==> config.mk <==
export PLATFORM = sky130hd
export DESIGN_NAME = inst_sram_axi_resp
export DESIGN_NICKNAME = d
export VERILOG_FILES = /design/src/rtl/inst_sram_axi_resp.sv
export SDC_FILE = /design/constraint.sdc
export NUM_CORES = 1
export LEC_CHECK = 0
export ABC_AREA = 0
export BUFFER_PORTS_ARGS = -buffer_cell sky130_fd_sc_hd__buf_2
export CAP_MARGIN = 0
export CORE_AREA = 2 2 96 98
export DETAILED_ROUTE_END_ITERATION = 7
export DIE_AREA = 0 0 98 100
export GPL_TIMING_DRIVEN = 0
export PLACE_DENSITY = 0.95
export SYNTH_ARGS = -nofsm -noshare
export SYNTH_HDL_FRONTEND = slang
export SYNTH_SLANG_ARGS = --single-unit
==> constraint.sdc <==
create_clock -name clk -period 8.8 [get_ports clk]
set_clock_uncertainty 0.15 [all_clocks]
set_input_delay 1.76 -clock clk [delete_from_list [all_inputs] [get_ports clk]]
set_output_delay 1.76 -clock clk [all_outputs]
set_load 0.1 [all_outputs]
==> src/rtl/inst_sram_axi_resp.sv <==
// Fetch-port responder: turns one 8-byte-aligned SRAM-style fetch into a
// 2-beat AXI4 INCR read and returns both instructions packed into 64 bits.
module inst_sram_axi_resp #(
  parameter int              ID_W  = 4,
  parameter logic [ID_W-1:0] AR_ID = '0
) (
  input  logic            clk,
  input  logic            reset,
  input  logic            inst_sram_en,
  input  logic [3:0]      inst_sram_wen,
  input  logic [31:0]     inst_sram_addr,
  input  logic [31:0]     inst_sram_wdata,
  input  logic            flush,
  output logic            stall,
  output logic [63:0]     inst_rdata,
  output logic            inst_rvalid,
  output logic            inst_err,
  output logic [ID_W-1:0] arid,
  output logic [31:0]     araddr,
  output logic [7:0]      arlen,
  output logic [2:0]      arsize,
  output logic [1:0]      arburst,
  output logic            arvalid,
  input  logic            arready,
  input  logic [ID_W-1:0] rid,
  input  logic [31:0]     rdata,
  input  logic [1:0]      rresp,
  input  logic            rlast,
  input  logic            rvalid,
  output logic            rready,
  output logic [1:0]      dbg_state_o
);

  typedef enum logic [1:0] {
    S_IDLE = 2'd0,
    S_AR   = 2'd1,
    S_R    = 2'd2,
    S_DONE = 2'd3
  } state_t;

  state_t      state_q, state_d;
  logic [28:0] addr_q, addr_d;
  logic [63:0] rdata_q, rdata_d;
  logic        err_q, err_d;
  logic        discard_q, discard_d;
  logic        beat_q, beat_d;

  // Writes, write data, rid and the byte offset carry no meaning for this port.
  logic unused_inputs;
  assign unused_inputs = ^{inst_sram_wen, inst_sram_wdata, rid, inst_sram_addr[2:0]};

  assign arid        = AR_ID;
  assign araddr      = {addr_q, 3'b000};
  assign arlen       = 8'd1;
  assign arsize      = 3'd2;
  assign arburst     = 2'b01;
  assign inst_rdata  = rdata_q;
  assign inst_err    = err_q;
  assign dbg_state_o = state_q;

  always_ff @(posedge clk or posedge reset) begin
    if (reset) begin
      state_q   <= S_IDLE;
      addr_q    <= '0;
      rdata_q   <= '0;
      err_q     <= 1'b0;
      discard_q <= 1'b0;
      beat_q    <= 1'b0;
    end else begin
      state_q   <= state_d;
      addr_q    <= addr_d;
      rdata_q   <= rdata_d;
      err_q     <= err_d;
      discard_q <= discard_d;
      beat_q    <= beat_d;
    end
  end

  // AXI channels: a transfer happens on a rising edge where valid && ready;
  // arvalid, once raised, is held with a stable address until arready.
  always_comb begin
    state_d     = state_q;
    addr_d      = addr_q;
    rdata_d     = rdata_q;
    err_d       = err_q;
    discard_d   = discard_q;
    beat_d      = beat_q;
    stall       = 1'b0;
    arvalid     = 1'b0;
    rready      = 1'b0;
    inst_rvalid = 1'b0;
    case (state_q)
      S_IDLE: begin
        stall = inst_sram_en;
        if (inst_sram_en && !flush) begin
          addr_d    = inst_sram_addr[31:3];
          rdata_d   = '0;
          err_d     = 1'b0;
          beat_d    = 1'b0;
          discard_d = 1'b0;
          state_d   = S_AR;
        end
      end
      S_AR: begin
        stall   = 1'b1;
        arvalid = 1'b1;
        if (flush) discard_d = 1'b1;
        if (arready) state_d = S_R;
      end
      S_R: begin
        stall  = 1'b1;
        rready = 1'b1;
        // A redirected fetch still drains its burst; only the result is dropped.
        if (flush) discard_d = 1'b1;
        if (rvalid) begin
          if (!beat_q) begin
            rdata_d[31:0] = rdata;
            beat_d        = 1'b1;
          end else begin
            rdata_d[63:32] = rdata;
          end
          if (rresp != 2'b00) err_d = 1'b1;
          if (rlast) begin
            if (!beat_q) err_d = 1'b1;
            state_d = S_DONE;
          end
        end
      end
      S_DONE: begin
        inst_rvalid = !discard_q && !flush;
        discard_d   = 1'b0;
        state_d     = S_IDLE;
      end
      default: state_d = S_IDLE;
    endcase
  end

endmodule

==> results.toml <==
[status]
outcome = "finished clean"

[final_layout]
syn_to_final_growth_pct = 30.6
final_cells = 683
fillCellCount = 754
multi_input_area_sq_um = 1440
antenna_cells = 0
layout-drive-gt1-share_pct = 46.3
nets = 686
final-seq-area_sq_um = 2450
layout_common_cells = "buf_2, dfrtp_1, nand2_1"
final_util_pct = 60.6
final_common_cell = "buf_2"

[yosys]
synth_mux_area_share_pct = 10.1
synth_compound_area_share_pct = 10.6
synth-adder-area-share_pct = 1.82
syn_area_per_cell_sq_um = 11.2
netlist.area_leader.share_pct = 59.4
synth_top_cell_by_area = "dfrtp_1"
synthCells = 368
yosysWarnings = 0
ys_ff_latch = 98
synth_top_family_by_area = "compound AO/OA/AOI/OAI gates"
synthTopCellsByArea = "dfrtp_1, nand2_1, o21ai_0"
seq_area_frac_synth_pct = 59.4
synth_xor_area_share_pct = 0
synth_cell_type_count = 27
synth_area_sq_um = 4130
yosys.area_share.simple_pct = 10.4

[setup_path]
path_buf_inv = 2
timing.rr.end = "inst_rdata[43]"
crit_path_start_kind = "input pin"
reg2reg_depth = 6
critPathSlowestCell = "buf_2"
rrSetupSlack_ns = 6.58
slowest_delay_ns = 0.45
cp_max_fo = 4
rr_startpoint = "dbg_state_o[0]"
critical_path.startpoint = "flush"
critical_path_class = "in2out"
endpoint = "inst_rvalid"
cp_top_family = "buffers and inverters"
cp_num_cells = 3
arrival_ns = 2.52
critPathCaptureType = "output pin"
critical_path.most_common_cell = "buf_2"
crit_chain = "buf_2 -> nor3b_1 -> buf_2"
cp.required_ns = 6.89

[placed_design]
dp_hpwl_um = 7480
place_inst = 667
place.gp.congestion = 0.889
io_buffer_count = 169

[clocking]
cts-hold-fix-buffers = 0
h-tree-depth = 3
cts_buffers = 9
cts_tree = "built"
clkSlewWorstSetupHoldPaths_ns = 0.09
cts_setup_buffers = 0
clk_latency_ns = 0.34
cts_root_buffer = "clkbuf_8"
ctsResizeCount = 0
clockBufferDepth = 2
cts.sinks = 98

[global_routing]
grt_usage_pct = 19.8
grt_overflow = 0
grt_max_degree = 76
grt_pass1_wl_um = 15600
antenna_found_initial = 1
grt_pass1_vias = 3266

[die]
ios = 233
die_area_sq_um = 9800
core.rowCount = 35
coreArea_sq_um = 8890
start_util_pct = 46.4
die_h_um = 100
die_x_um = 98

[routing]
drc_errors = 0
drtIter0Drc = 71
wl_per_cell_um = 14.5
routed_via_density = 4.82
vias = 3290
antenna_left = 0
drt_first_pass_iters = 4
drt-total-wl_um = 9930

[sta]
hold_viol = 0
finalCritPeriodShare_pct = 50.4
fin_tns_setup_ns = 0
holdWs_ns = 0.329
max_clock_freq_ghz = 0.226
period_minus_slack_ns = 4.43
rsz0062_at_grt = "no"
slew_viol_final = 0
final-setup-viol-count = 0

[worst_hold_path]
hold_path_class = "reg2reg"
worstHoldStart = "inst_rdata[18]"

[job]
cap_viol_max_count = 0
cell usage after synthesis:
| cell type | n |
|---|---|
| dfrtp_1 | 98 |
| nand2_1 | 97 |
| o21ai_0 | 57 |
| buf_4 | 24 |
| mux2_2 | 22 |
| mux2_4 | 10 |
| inv_1 | 7 |
| a21oi_1 | 6 |
| ha_1 | 6 |
| buf_6 | 5 |
| o21ai_1 | 5 |
| clkbuf_2 | 4 |
| nor2_1 | 4 |
| o21ai_2 | 4 |
| buf_2 | 3 |
| clkbuf_1 | 3 |
| conb_1 | 2 |
| mux2i_1 | 2 |
| a221oi_2 | 1 |
| nand2_2 | 1 |
| nand2b_2 | 1 |
| nor2b_4 | 1 |
| nor3b_1 | 1 |
| o2111ai_4 | 1 |
| o211ai_4 | 1 |
| or2_2 | 1 |
| or2b_1 | 1 |
cells by family (layout without fill, tap and decap cells):
group,after synthesis,after routing
buffers and inverters,46,232
adder cells (fa/ha/maj),6,6
AND/OR/NAND/NOR,107,107
other,2,20
multiplexers,34,34
flip-flops,98,98
AO/OA/AOI/OAI,75,75
worst min path at each step:
stage | to | slack [ns] | cells past startpoint
global placement | inst_rdata[42] | 0.31 | 2
finish | inst_rdata[18] | 0.33 | 2
floorplan | discard_q | 0.31 | 2
CTS | inst_rdata[12] | 0.34 | 2
global route | inst_rdata[12] | 0.36 | 2
detailed placement | inst_rdata[12] | 0.32 | 2
tightest hold or removal path: stages, from the launching register on:
cell and delay, ns:
dfrtp_1 0.34, nand2_1 0.05, o21ai_0 0.06
state kept, by name (all words and copies together), names as in the netlist:
register	count
addr_q	29
beat_q	1
dbg_state_o	2
discard_q	1
inst_err	1
inst_rdata	64
layout make-up:
type	count	share of cell area, %
Multi-Input combinational cell	242	26.6
Tap cell	111	2.58
Timing Repair Buffer	170	16.2
Inverter	7	0.534
Clock buffer	11	2.62
Sequential cell	98	45.5
Clock inverter	5	0.719
Buffer	39	5.24
metal layers:
metal	GRT usage (%)	share of wire (%)
met5	0	0.13
met4	6.30	1.4
met3	4.11	4.8
met2	33.9	52
met1	25.6	42
stage by stage:
stage | cell area [sq um] | setup WS [ns]
CTS | 5390 | 4.36
detailed placement | 5210 | 4.37
floorplan | 4200 | 2.92
finish | 5390 | 4.37
global route | 5390 | 4.30
global placement | 5180 | 3.43
Power is not shown: default switching activity piles up to over one toggle a cycle in this logic, so the estimate is an artifact.
